File: src/rtl/shift_ctrl_if.sv
// shift_ctrl_if -- request/response bundle for the multi-cycle shifter.
//   start   : request to begin an operation (accepted only while idle)
//   op      : 00 SLL, 01 SRA, 10 SRL, 11 ROR
//   shamt   : shift amount 0..31
//   data_in : operand
//   result  : working register, valid when done pulses, held while idle
//   busy    : operation in progress (SHIFT and DONE states)
//   done    : one-cycle pulse marking result valid
// master = requester side, slave = shifter side.
interface shift_ctrl_if;
  logic        start;
  logic [1:0]  op;
  logic [4:0]  shamt;
  logic [31:0] data_in;
  logic [31:0] result;
  logic        busy;
  logic        done;

  modport master (
    output start, op, shamt, data_in,
    input  result, busy, done
  );

  modport slave (
    input  start, op, shamt, data_in,
    output result, busy, done
  );
endinterface

File: src/rtl/shift_ctrl.sv
// shift_ctrl -- iterative 32-bit shifter, one bit position per clock.
//   clock : rising-edge clock
//   reset : synchronous, active-high; aborts any operation (no done pulse)
//   sif   : shift_ctrl_if.slave (start/op/shamt/data_in in,
//           result/busy/done out)
// A start seen in IDLE captures operand, amount and op. SHIFT then applies
// one 1-bit shift per cycle until the down-counter reaches zero, spends one
// more cycle to notice the zero, and moves to DONE for a single cycle.
// Latency start->done is therefore shamt+2 cycles; busy covers every cycle
// from the one after acceptance through DONE. start is only looked at in
// IDLE, so a held start is re-accepted on the first IDLE cycle after DONE.
module shift_ctrl (
  input  logic         clock,
  input  logic         reset,
  shift_ctrl_if.slave  sif
);

  localparam logic [1:0] OP_SLL = 2'b00;
  localparam logic [1:0] OP_SRA = 2'b01;
  localparam logic [1:0] OP_SRL = 2'b10;
  localparam logic [1:0] OP_ROR = 2'b11;

  typedef enum logic [1:0] {
    IDLE  = 2'd0,
    SHIFT = 2'd1,
    DONE  = 2'd2
  } state_t;

  state_t      state;
  logic [31:0] work;
  logic [4:0]  cnt;
  logic [1:0]  op_q;
  logic        busy_q;
  logic        done_q;

  // Single-position step for the captured op.
  function automatic logic [31:0] step1(input logic [31:0] v,
                                        input logic [1:0]  o);
    logic [31:0] r;
    r = v;
    case (o)
      OP_SLL:  r = {v[30:0], 1'b0};
      OP_SRA:  r = {v[31], v[31:1]};
      OP_SRL:  r = {1'b0, v[31:1]};
      OP_ROR:  r = {v[0], v[31:1]};
      default: r = v;
    endcase
    return r;
  endfunction

  always_ff @(posedge clock) begin
    if (reset) begin
      state  <= IDLE;
      work   <= '0;
      cnt    <= '0;
      op_q   <= OP_SLL;
      busy_q <= 1'b0;
      done_q <= 1'b0;
    end else begin
      case (state)
        IDLE: begin
          done_q <= 1'b0;
          if (sif.start) begin
            work   <= sif.data_in;
            cnt    <= sif.shamt;
            op_q   <= sif.op;
            busy_q <= 1'b1;
            state  <= SHIFT;
          end
        end
        SHIFT: begin
          // Counter is checked before decrementing, so it can never wrap.
          if (cnt != 5'd0) begin
            work <= step1(work, op_q);
            cnt  <= cnt - 5'd1;
          end else begin
            done_q <= 1'b1;
            state  <= DONE;
          end
        end
        DONE: begin
          // start is deliberately ignored here; IDLE picks it up next cycle.
          done_q <= 1'b0;
          busy_q <= 1'b0;
          state  <= IDLE;
        end
        default: begin
          state  <= IDLE;
          busy_q <= 1'b0;
          done_q <= 1'b0;
        end
      endcase
    end
  end

  assign sif.result = work;
  assign sif.busy   = busy_q;
  assign sif.done   = done_q;

endmodule

File: src/flat_wrapper.sv
// flat-port wrapper written by rule: the top's interface ports become plain ports
module shift_ctrl_flat 
  (clock, reset, sif_start, sif_op, sif_shamt, sif_data_in, sif_result, sif_busy, sif_done);
  shift_ctrl_if sif_i ();
  input  logic clock;
  input  logic reset;
  input wire logic [$bits(sif_i.start)-1:0] sif_start;
  input wire logic [$bits(sif_i.op)-1:0] sif_op;
  input wire logic [$bits(sif_i.shamt)-1:0] sif_shamt;
  input wire logic [$bits(sif_i.data_in)-1:0] sif_data_in;
  output wire logic [$bits(sif_i.result)-1:0] sif_result;
  output wire logic [$bits(sif_i.busy)-1:0] sif_busy;
  output wire logic [$bits(sif_i.done)-1:0] sif_done;
  assign sif_i.start = sif_start;
  assign sif_i.op = sif_op;
  assign sif_i.shamt = sif_shamt;
  assign sif_i.data_in = sif_data_in;
  assign sif_result = sif_i.result;
  assign sif_busy = sif_i.busy;
  assign sif_done = sif_i.done;
  shift_ctrl u_core (.clock(clock), .reset(reset), .sif(sif_i));
endmodule
File: config.mk
export PLATFORM = sky130hd
export DESIGN_NAME = shift_ctrl_flat
export DESIGN_NICKNAME = d
export VERILOG_FILES = /design/src/rtl/shift_ctrl_if.sv /design/src/rtl/shift_ctrl.sv /design/src/flat_wrapper.sv
export SDC_FILE = /design/constraint.sdc
export NUM_CORES = 1
export LEC_CHECK = 0
export BUFFER_PORTS_ARGS = -buffer_cell sky130_fd_sc_hd__clkbuf_2
export CORE_ASPECT_RATIO = 1.4
export CORE_MARGIN = 2
export CORE_UTILIZATION = 55
export CTS_BUF_LIST = sky130_fd_sc_hd__clkbuf_8
export CTS_CLUSTER_SIZE = 14
export DETAILED_ROUTE_END_ITERATION = 6
export PLACE_DENSITY_LB_ADDON = 0.25
export SLEW_MARGIN = 20
export SYNTH_ARGS = -nofsm -noshare
export SYNTH_HDL_FRONTEND = slang
export SYNTH_SLANG_ARGS = --single-unit
File: constraint.sdc
create_clock -name clock -period 3.1 [get_ports clock]
set_input_delay 0.155 -clock clock [delete_from_list [all_inputs] [get_ports clock]]
set_output_delay 0.155 -clock clock [all_outputs]
set_load 0.005 [all_outputs]
# [Word level (Yosys, flattened, before mapping)]
# Cells that the tools add are included.
# Widths: inputs -> output; s select.
[totals] reg_bits=43 latchBits=0 ramBits=0 romBits=0 out_inout_bits=34 word_cells=39 memories=0
[op_classes] addsub=1 multipliers=0 div_mod_pow=0 order_cmp=0 eq_ne=8 shift=0 muxes=12 bitwise_logic=1 reduce_logical=10
[op_table] op="$pmux 32 s4" count=1
[op_table] op="$mux 32" count=2
[op_table] op="$pmux 32 s2" count=1
[op_table] op="$mux 5" count=2
[op_table] op="$pmux 5 s2" count=1
[op_table] op="$ne 2x2->1 const B" count=3
[op_table] op="$reduce_and 2->1" count=3
[op_table] op="$reduce_bool 5->1" count=1
[op_table] op="$sub 5x1->5 const B" count=1
[op_table] op="$eq 2x1->1 const B" count=2
[op_table] op="$eq 2x2->1 const B" count=2
[op_table] op="$logic_not 2->1" count=2
[op_table] op="$mux 2" count=2
[op_table] op="$pmux 2 s2" count=1
[op_table] op="$reduce_and 4->1" count=1
[op_table] op="$reduce_and 3->1" count=1
[op_table] op="$ne 2x1->1 const B" count=1
[op_table] op="$pmux 1 s2" count=1
[op_table] op="$reduce_bool 2->1" count=1
[op_table] op="$reduce_or 2->1" count=1
[op_table] op="$mux 1" count=1
[op_table] op="$not 1->1" count=1

# [Depth between registers and ports, before layout]
# Gate-level depths: netlist (run 1).
[depth] depth_word=4 ltp_mapped=7 depth_no_buf=6

# [Worst setup path after synthesis (run 1)]
# No wires, ideal clock.
[synth_path] kind="register to register" start="register u_core.cnt[0]" end="register u_core.work[10], in the netlist u_core.sif.result[10]" setup_ps=117 arrival_ps=1593 t_required_ps=2983 setup_slack_ps=1390 stages_incl_launch_ff=8 path_buffers=1 period_less_slack_ps=1710 path_cell_list="dfxtp_1 -> inv_1 -> ha_1 -> or4b_4 -> a21oi_2 -> nor2_2 -> buf_6 -> a22o_1"
[synth_via] elab_chain_len=3
[synth_rtl] item="from (decl)" line_no="shift_ctrl.sv:31" rtl="logic [4:0] cnt;"
[synth_rtl] item="from (signal assigned)" line_no="shift_ctrl.sv:65" rtl="cnt <= sif.shamt;"
[synth_rtl] item="from (signal assigned)" line_no="shift_ctrl.sv:75" rtl="cnt <= cnt - 5'd1;"
[synth_rtl] item="$reduce_bool 5->1" line_no="shift_ctrl.sv:73" rtl="if (cnt != 5'd0) begin"
[synth_rtl] item="$ne 2x1->1 (no source line)"
[synth_rtl] item="$reduce_and 3->1 (no source line)"
[synth_rtl] item="to (signal assigned)" line_no="shift_ctrl.sv:64" rtl="work <= sif.data_in;"
[synth_rtl] item="to (signal assigned)" line_no="shift_ctrl.sv:74" rtl="work <= step1(work, op_q);"
[synth_rtl] item="to (decl)" line_no="shift_ctrl.sv:30" rtl="logic [31:0] work;"
# Every way passes these cells.
# A chain may end at the register's enable or synchronous reset.

# [Final worst setup path (run 1)]
[layout_path] start="register u_core.cnt[0]" end="register u_core.work[9], in the netlist u_core.sif.result[9]"
# The elaborated chain is that of the path after synthesis.

==> results by group, run 1 <==
Finish
  • Fin cells: 355
  • P&R area growth vs syn: 22.0%
  • # nets final: 355
  • Post-route core utilization: 0.710
  • Layout cells sized above 1: 0.304
  • Final instance area: 2630 µm²
  • Layout filler cell count: 329
  • Number of diodes: 0

Synth
  • Mapped Area: 2160 µm²
  • Total nets after synthesis: 288
  • Count leader, synth: dfxtp_1
  • Most used DFF post-synth: dfxtp_1
  • Mean Syn Cell Area: 8.81 µm²
  • Most common library cells after synthesis: dfxtp_1 (43), nand2_1 (38), o21ai_0 (36)
  • Sequential element share of the synthesized area: 0.399
  • Area leader, netlist: dfxtp_1
  • Synth async-reset ratio: 0
  • Synth cell types: 30
  • Post-synth top area share: 0.399
  • Flop and latch count out of synthesis: 43
  • EDFF count, synth: 0
  • Warnings from Yosys: 0
  • Cells after Synth: 245
  • Top cells by area, synth: dfxtp_1 (40%), mux2i_1 (14%), a22o_1 (13%), o21ai_0 (8.3%), nand2_1 (6.6%)

Worst setup path
  • Worst EP required: 3.34 ns
  • Critical Path Source Type: register
  • Worst Setup Path Type: register to register
  • Worst-path maximum fanout: 30
  • Crit end category: register
  • Worst EP arrival: 2.17 ns

Route
  • Residual DRC count: 0
  • Total wire length: 5310 µm
  • Total number of vias: 2,091
  • Remaining antenna violation count after routing: 0
  • Routed WL per cell: 14.9 µm
  • DRT Pass-1 Iters: 5
  • Iter 0 DRT Violations: 91
  • DR vias/cell: 5.89

Floorplan
  • Cell row count: 26
  • # IOs: 76
  • Vert. Die Dim: 78.1 µm
  • Core area: 3710 µm²
  • Initial Util: 0.582
  • DIE WIDTH: 56.9 µm
  • Die area: 4450 µm²

Timing
  • Final worst slack: 1.17 ns
  • Setup TNS: 0 ns
  • Fmax: 518 MHz
  • Period utilization: 0.623
  • Final min period: 1.93 ns
  • Final hold violation count: 0
  • Worst hold slack: 0.0762 ns
  • Actual slew at the worst max-slew pin: 0.687 ns
  • Max_slew headroom: 0.541
  • Final setup vio count: 0
  • Fin Clk Skew: 0.00576 ns
  • Slew Viols, Final: 0
  • Unrepaired setup endpoints after global routing: no

GRT
  • GRT Total Usage: 0.251
  • Largest net degree at the start of global routing: 53
  • Congestion Overflow GR: 0
  • First-pass GRT wire length: 8900 µm
  • Vias in the first global route: 1,973
  • Antenna violations before repair: 0

Clock network
  • Worst-case clock buffer depth: 2
  • Worst skew pair latency: 0.30 ns
  • Hold Buf Count CTS: 0
  • Post-cts sizing count: 0
  • H-tree level count: 2
  • TritonCTS Sinks: 43
  • Total CTS buffers: 5
  • Setup Fix Bufs, Post-CTS: 0
  • CTS tree: built
  • CTS root buf: clkbuf_8
  • Clock slew at reported path FFs: 0.08 ns

Power and ir drop
  • Leakage: 1.34 nW
  • P per Cell Area: 584 nW/µm²
  • Final Power: 1.54 mW
  • Worst VDD drop: 0.480 mV

Placed design
  • Placed cell area: 2530 µm²
  • Place WS: 1.19 ns
  • Placed insts: 347
  • GPL Wtd Cong: 0.837
  • Buffers on Ports: 75
  • Post-DP HPWL: 3720 µm

Job
  • Max cap viols: 0

Run status
  • Outcome: complete, no violations

Worst hold path
  • Hold WC Path Type: input port to register
-- report_power, final --
group,internal [mW],switching [mW]
Clock,0.203,0.195
Sequential,0.625,0.0828
Combinational,0.205,0.227
-- flip-flops by register name, summed over array words and instances (netlist names) --
register           flops
u_core.op_q            2
u_core.state           2
u_core.sif.done        1
u_core.sif.busy        1
u_core.sif.result     32
u_core.cnt             5
-- cells by family after synthesis --
family	synth area share
compound gates	0.257
fa+ha+maj	0.00580
buf+inv	0.0556
flops	0.399
mux	0.139
simple gates	0.144
-- area by class of cell --
class                      instances  area, µm²  share of cell area
multi-input combinational        179       1190               0.454
sequential                        43        861               0.327
timing repair buffer              79        405               0.154
clock buffer                       7       96.3              0.0366
clock inverter                     1       7.51             0.00285
inverter                           4       15.0             0.00570
tap                               42       52.6              0.0200
-- worst max-delay path, stage by stage, from the launching register on --
cell and delay, ns:
dfxtp_1 0.32, inv_1 0.09, ha_1 0.24, nor4b_2 0.38, o21ai_2 0.20, nor2_2 0.11, buf_4 0.32, a22o_1 0.20
-- placed cells by master, fill, tap and decap left out, drive strengths merged --
cell type and instances:
nor2b 1, or4b 1, mux2i 30, or3b 1, a211oi 3, nor4bb 1
a21oi 9, ha 1, nor3 6, a31o 1, inv 4, nor4 1
clkinvlp 1, nor3b 2, nor4b 2, a221oi 1, a22o 31, nand2b 1
clkbuf 82, nand3b 1, dfxtp 43, nand2 38, nor2 10, o21ai 38
buf 4
-- per-layer routing --
layer	track usage	up-vias	wire (µm)
met5	0	-	0
met4	0.123	0	153
met3	0.0511	17	273
met2	0.432	66	2720
met1	0.290	980	2160
li1	-	1028	-
-- path summary, 6_finish.rpt --
path | startpoint | end | slack (ns) | depth (start not counted)
setup / recovery | u_core.cnt[0] | u_core.sif.result[9] | 1.17 | 7
hold / removal | sif_op[0] | u_core.op_q[0] | 0.08 | 3
setup reg to reg | u_core.cnt[0] | u_core.sif.result[9] | 1.17 | 7
hold reg to reg | u_core.sif.done | u_core.sif.done | 0.49 | 2
Note: power is estimated with default switching activity, not from simulation.
==> inputs of run 2 (changes only) <==
Settings changed: CORE_UTILIZATION 55 to 51.
Clock period 3.1 ns to 1.95 ns, I/O delays scaled along.
==> results by group, run 2 (synthesis results as in run 1) <==
Power and ir drop
  • Register share of total power: 0.437 (was 0.461)
  • Logic pwr share: 0.288 (was 0.281)
  • Internal: 1.78 mW (was 1.03 mW)
  • Clk network pwr share: 0.275 (was 0.258)
  • Sw power: 0.792 mW (was 0.504 mW)
  • Worst VDD drop: 0.631 mV (was 0.480 mV)
  • Leakage: 1.39 nW (was 1.34 nW)
  • P per Cell Area: 941 nW/µm² (was 584 nW/µm²)
  • Switching part of the total: 0.308 (was 0.328)

Timing
  • Fin Clk Skew: 0.00751 ns (was 0.00576 ns)
  • Fmax: 551 MHz (was 518 MHz)
  • Actual slew at the worst max-slew pin: 0.682 ns (was 0.687 ns)
  • Final setup vio count: 0 (unchanged)
  • Final min period: 1.82 ns (was 1.93 ns)
  • Final worst slack: 0.133 ns (was 1.17 ns)
  • Unrepaired setup endpoints after global routing: no (unchanged)
  • Period utilization: 0.932 (was 0.623)
  • Final hold violation count: 0 (unchanged)
  • Setup TNS: 0 ns (unchanged)
  • Max_slew headroom: 0.544 (was 0.541)
  • Slew Viols, Final: 0 (unchanged)

Floorplan
  • Vert. Die Dim: 81.0 µm (was 78.1 µm)
  • Initial Util: 0.522 (was 0.582)
  • DIE WIDTH: 59.0 µm (was 56.9 µm)
  • Core area: 4130 µm² (was 3710 µm²)
  • Die area: 4780 µm² (was 4450 µm²)
  • # IOs: 76 (unchanged)
  • Cell row count: 28 (was 26)

Clock network
  • TritonCTS Sinks: 43 (unchanged)
  • Total CTS buffers: 5 (unchanged)
  • Post-cts sizing count: 1 (was 0)
  • H-tree level count: 2 (unchanged)
  • Worst skew pair latency: 0.29 ns (was 0.30 ns)
  • Setup Fix Bufs, Post-CTS: 0 (unchanged)
  • CTS root buf: clkbuf_8 (unchanged)
  • Worst-case clock buffer depth: 2 (unchanged)
  • Hold Buf Count CTS: 0 (unchanged)
  • CTS tree: built (unchanged)
  • Clock slew at reported path FFs: 0.08 ns (about the same)

Route
  • Residual DRC count: 6 (was 0)
  • Routed WL per cell: 14.3 µm (was 14.9 µm)
  • Total number of vias: 2,053 (was 2,091)
  • DRT Pass-1 Iters: 6 (was 5)
  • DR vias/cell: 5.64 (was 5.89)
  • Total wire length: 5200 µm (was 5310 µm)
  • Remaining antenna violation count after routing: 0 (unchanged)
  • Iter 0 DRT Violations: 97 (was 91)

Worst setup path
  • Worst Setup Path Type: register to register (unchanged)
  • Worst setup path start: u_core.state[1] (was u_core.cnt[0])
  • Crit end category: register (unchanged)
  • Crit-path slowest cell: or3b_1 (was nor4b_2)
  • Max incr delay on CP: 0.46 ns (was 0.38 ns)
  • Worst EP arrival: 1.99 ns (was 2.17 ns)
  • Reg2reg start: u_core.state[1] (was u_core.cnt[0])
  • CP Cell Sequence: buf_4 > or3b_1 > o21ai_2 > nor2_2 > buf_12 > a22o_1 (was inv_1 > ha_1 > nor4b_2 > o21ai_2 > nor2_2 > buf_4 > a22o_1)
  • Worst EP required: 2.13 ns (was 3.34 ns)
  • Worst-path maximum fanout: 30 (unchanged)
  • Critical Path Source Type: register (unchanged)

Run status
  • Outcome: complete, but fails checks (was complete, no violations)
  • Failing checks: DRC

GRT
  • Largest net degree at the start of global routing: 71 (was 53)
  • GRT Total Usage: 0.223 (was 0.251)
  • First-pass GRT wire length: 8310 µm (was 8900 µm)
  • Vias in the first global route: 1,826 (was 1,973)
  • Antenna violations before repair: 0 (unchanged)
  • Congestion Overflow GR: 0 (unchanged)

Finish
  • Most frequent cells in the layout: clkbuf_2 (75), dfxtp_1 (43), nand2_1 (38) (unchanged)
  • Fin cells: 364 (was 355)
  • Layout cells sized above 1: 0.317 (was 0.304)
  • Largest register FFs: 32 (unchanged)
  • # nets final: 361 (was 355)
  • P&R area growth vs syn: 26.6% (was 22.0%)
  • Number of diodes: 0 (unchanged)
  • Most common cell after layout, fill and taps aside: clkbuf_2 (unchanged)
  • Layout filler cell count: 382 (was 329)

Placed design
  • Post-DP HPWL: 3580 µm (was 3720 µm)
  • Buffers on Ports: 75 (unchanged)
  • Placed insts: 356 (was 347)
  • Place WS: -0.173 ns (was 1.19 ns)
  • GPL Wtd Cong: 0.743 (was 0.837)

Worst hold path
  • Hold_sp: sif_op[1] (was sif_op[0])
  • Hold WC Path Type: input port to register (unchanged)

Job
  • Max cap viols: 0 (unchanged)
## run 2: cell types whose count changed in the layout (fill, tap and decap cells not counted)
cell / before / now
clkinv_2: 0 / 1
bufinv_16: 0 / 1
buf_12: 0 / 3
clkbuf_8: 7 / 6
buf_4: 4 / 7
clkinvlp_4: 1 / 0
## run 2: power groups by stage
| stage | combinational (mW) | sequential (mW) | clock [mW] |
|---|---|---|---|
| after floorplan | 0.480 | 1.12 | 0 |
| after global placement | 0.724 | 1.14 | 0 |
| after detailed placement | 0.741 | 1.14 | 0 |
| after CTS | 0.746 | 1.12 | 0.719 |
| after global routing | 0.829 | 1.14 | 0.757 |
| final | 0.741 | 1.12 | 0.706 |
## run 2: through the flow
step / hold slack (ns) / power [mW] / instance area (µm²) / utilization
after floorplan: 0.233 / 1.60 / 2160 / -
after global placement: 0.330 / 1.86 / 2610 / 0.631
after detailed placement: 0.331 / 1.88 / 2610 / 0.631
after CTS: 0.0267 / 2.59 / 2730 / 0.661
after global routing: 0.0379 / 2.73 / 2730 / 0.661
final: 0.0303 / 2.57 / 2730 / 0.661
## run 2: per-layer routing
| metal | global-route usage | wire [µm] | vias to the layer above |
|---|---|---|---|
| met3 | 0.0478 | 211 | 4 |
| met1 | 0.270 | 2320 | 959 |
| li1 | - | - | 1039 |
| met5 | 0 | 0 | - |
| met2 | 0.387 | 2630 | 51 |
| met4 | 0.0705 | 41 | 0 |
## run 2: worst paths after layout
kind | endpoint | slack (ns) | depth (start not counted)
max | u_core.sif.result[2] | 0.13 | 6
max reg2reg | u_core.sif.result[2] | 0.13 | 6
min reg2reg | u_core.sif.done | 0.51 | 2
min | u_core.op_q[1] | 0.03 | 3
## run 2: layout make-up
type,count,area [µm²],area share
Multi-Input combinational cell,179,1190,0.437
Clock inverter,2,35.0,0.0128
Inverter,4,15.0,0.00549
Clock buffer,6,82.6,0.0302
Timing Repair Buffer,85,488,0.179
Tap cell,45,56.3,0.0206
Sequential cell,43,861,0.315
## run 2: worst max-delay path, delay by kind of cell, from the launching register on
family          cells  cell delay, ns
simple gates        2            0.55
flops               1            0.36
compound gates      2            0.46
buf+inv             2            0.33
==> inputs of run 3 (changes only) <==
--- a/config.mk
+++ b/config.mk
@@ -13,4 +13,5 @@
 export CTS_CLUSTER_SIZE = 14
 export DETAILED_ROUTE_END_ITERATION = 6
+export MAX_ROUTING_LAYER = met4
 export PLACE_DENSITY_LB_ADDON = 0.25
 export SLEW_MARGIN = 20
==> constraint.sdc (replaced) <==
create_clock -name clock -period 1.95 [get_ports clock]
set_input_delay 0.39 -clock clock [delete_from_list [all_inputs] [get_ports clock]]
set_output_delay 0.39 -clock clock [all_outputs]
set_load 0.005 [all_outputs]
==> results by group, run 3 (synthesis results as in run 1) <==
Floorplan
  • DIE WIDTH: 59.0 µm (unchanged)
  • Cell row count: 28 (unchanged)
  • Die area: 4780 µm² (unchanged)
  • # IOs: 76 (unchanged)
  • Vert. Die Dim: 81.0 µm (unchanged)
  • Core area: 4130 µm² (unchanged)
  • Initial Util: 0.522 (unchanged)

Placed design
  • Placed cell area: 2620 µm² (was 2610 µm²)
  • Place WS: -0.202 ns (was -0.173 ns)
  • Buffers on Ports: 75 (unchanged)
  • Post-DP HPWL: 3610 µm (was 3580 µm)
  • Placed insts: 359 (was 356)
  • GPL Wtd Cong: 0.736 (was 0.743)

Worst setup path
  • End point of the critical path: u_core.cnt[3] (was u_core.sif.result[2])
  • Reg2Reg Setup Slack: 0.11 ns (was 0.13 ns)
  • Worst EP arrival: 2.06 ns (was 1.99 ns)
  • CP Cell Sequence: inv_1 > ha_1 > or4b_4 > a21oi_2 > buf_4 > o21ai_0 > a21oi_1 (was buf_4 > or3b_1 > o21ai_2 > nor2_2 > buf_12 > a22o_1)
  • R2R cell count: 7 (was 6)
  • Crit end category: register (unchanged)
  • Worst setup path start: u_core.cnt[0] (was u_core.state[1])
  • Worst-path maximum fanout: 5 (was 30)
  • Worst R2R End: u_core.cnt[3] (was u_core.sif.result[2])
  • Max incr delay on CP: 0.49 ns (was 0.46 ns)
  • Worst EP required: 2.17 ns (was 2.13 ns)
  • Worst Setup Path Type: register to register (unchanged)
  • Crit-path slowest cell: or4b_4 (was or3b_1)
  • Reg2reg start: u_core.cnt[0] (was u_core.state[1])
  • Critical Path Source Type: register (unchanged)

Power and ir drop
  • Leakage: 1.39 nW (about the same)
  • Sw power: 0.775 mW (was 0.792 mW)
  • Clk network pwr share: 0.232 (was 0.275)
  • Logic pwr share: 0.307 (was 0.288)
  • P per Cell Area: 892 nW/µm² (was 941 nW/µm²)
  • Final Power: 2.42 mW (was 2.57 mW)
  • Register share of total power: 0.462 (was 0.437)
  • Internal: 1.64 mW (was 1.78 mW)
  • Worst VDD drop: 0.564 mV (was 0.631 mV)
  • Switching part of the total: 0.320 (was 0.308)

Route
  • Residual DRC count: 6 (unchanged)
  • DR vias/cell: 5.59 (was 5.64)
  • Remaining antenna violation count after routing: 0 (unchanged)
  • Routed WL per cell: 13.8 µm (was 14.3 µm)
  • Total number of vias: 2,046 (was 2,053)
  • DRT Pass-1 Iters: 6 (unchanged)
  • Total wire length: 5030 µm (was 5200 µm)
  • Iter 0 DRT Violations: 103 (was 97)

Timing
  • Fmax: 543 MHz (was 551 MHz)
  • Fin Clk Skew: 0.00377 ns (was 0.00751 ns)
  • Unrepaired setup endpoints after global routing: no (unchanged)
  • Setup TNS: 0 ns (unchanged)
  • Final worst slack: 0.107 ns (was 0.133 ns)
  • Max_slew headroom: 0.542 (was 0.544)
  • Worst hold slack: 0.328 ns (was 0.0303 ns)
  • Slew Viols, Final: 0 (unchanged)
  • Period utilization: 0.945 (was 0.932)
  • Final hold violation count: 0 (unchanged)
  • Final setup vio count: 0 (unchanged)
  • Final min period: 1.84 ns (was 1.82 ns)
  • Actual slew at the worst max-slew pin: 0.686 ns (was 0.682 ns)

Clock network
  • TritonCTS Sinks: 43 (unchanged)
  • Worst skew pair latency: 0.29 ns (about the same)
  • CTS root buf: clkbuf_8 (unchanged)
  • Worst-case clock buffer depth: 2 (unchanged)
  • Clock slew at reported path FFs: 0.08 ns (about the same)
  • Total CTS buffers: 5 (unchanged)
  • CTS tree: built (unchanged)
  • H-tree level count: 2 (unchanged)

Run status
  • Failing checks: DRC (unchanged)
  • Outcome: complete, but fails checks (unchanged)

Job
  • Max cap viols: 0 (unchanged)

Finish
  • Number of diodes: 0 (unchanged)
  • Final instance area: 2710 µm² (was 2730 µm²)
  • # nets final: 364 (was 361)
  • Fin cells: 366 (was 364)
  • Sequential cell area: 861 µm² (unchanged)
  • Multi-input logic area: 1190 µm² (unchanged)
  • Layout cells sized above 1: 0.321 (was 0.317)
  • Post-route core utilization: 0.656 (was 0.661)
  • Most frequent cells in the layout: clkbuf_2 (75), dfxtp_1 (43), nand2_1 (38) (unchanged)
  • P&R area growth vs syn: 25.7% (was 26.6%)
  • Layout filler cell count: 377 (was 382)
  • Largest register FFs: 32 (unchanged)
  • Most common cell after layout, fill and taps aside: clkbuf_2 (unchanged)

Worst hold path
  • Hold WC Path Type: input port to register (unchanged)

GRT
  • Congestion Overflow GR: 0 (unchanged)
  • GRT Total Usage: 0.223 (about the same)
  • First-pass GRT wire length: 8070 µm (was 8310 µm)
  • Vias in the first global route: 1,847 (was 1,826)
  • Largest net degree at the start of global routing: 40 (was 71)
  • Antenna violations before repair: 0 (unchanged)
==> run 3: cell count changes in the layout (fill, tap and decap cells not counted), sizes merged <==
cell	before	now
buf	10	13
bufinv	1	0
==> run 3: worst min path at each step <==
stage,slack [ns],start,endpoint,depth (start not counted)
2_1_floorplan,0.47,u_core.op_q[1],u_core.op_q[1],2
3_3_place_gp,0.49,u_core.sif.done,u_core.sif.done,2
3_5_place_dp,0.50,u_core.sif.done,u_core.sif.done,2
4_1_cts,0.32,sif_op[1],u_core.op_q[1],3
5_1_grt,0.33,sif_op[1],u_core.op_q[1],3
6_report,0.33,sif_op[1],u_core.op_q[1],3
==> run 3: power by group through the flow <==
stage	Combinational, mW	Sequential (mW)	Clock [mW]
finish	0.742	1.12	0.561
global route	0.828	1.13	0.615
CTS	0.748	1.12	0.572
detailed placement	0.743	1.14	0
global placement	0.725	1.14	0
floorplan	0.480	1.12	0
==> run 3: final cells by class <==
cell class                      count  area share
Multi-Input combinational cell    179       0.440
Sequential cell                    43       0.317
Timing Repair Buffer               88       0.184
Clock buffer                        6      0.0304
Tap cell                           45      0.0208
Inverter                            4     0.00554
Clock inverter                      1     0.00185
==> run 3: per-layer routing <==
| layer | vias to the layer above | track usage | wire length [µm] |
|---|---|---|---|
| met3 | 6 | 0.0462 | 233 |
| li1 | 1045 | - | - |
| met2 | 57 | 0.389 | 2670 |
| met1 | 938 | 0.247 | 2070 |
| met4 | 0 | 0.0841 | 57 |
| met5 | - | - | 0 |
==> run 3: repair_timing <==
| item | in CTS | in global routing |
|---|---|---|
| setup endpoints to repair | 31 | 0 |
| gates resized for setup | 1 | 0 |
| buffers inserted | 0 | 0 |
| hold buffers | 0 | 0 |
==> run 3: worst max-delay path, delay by kind of cell (launching register included) <==
kind            cells  cell delay, ns
flops               1            0.32
buf+inv             2            0.22
compound gates      3            0.51
fa+ha+maj           1            0.22
simple gates        1            0.49
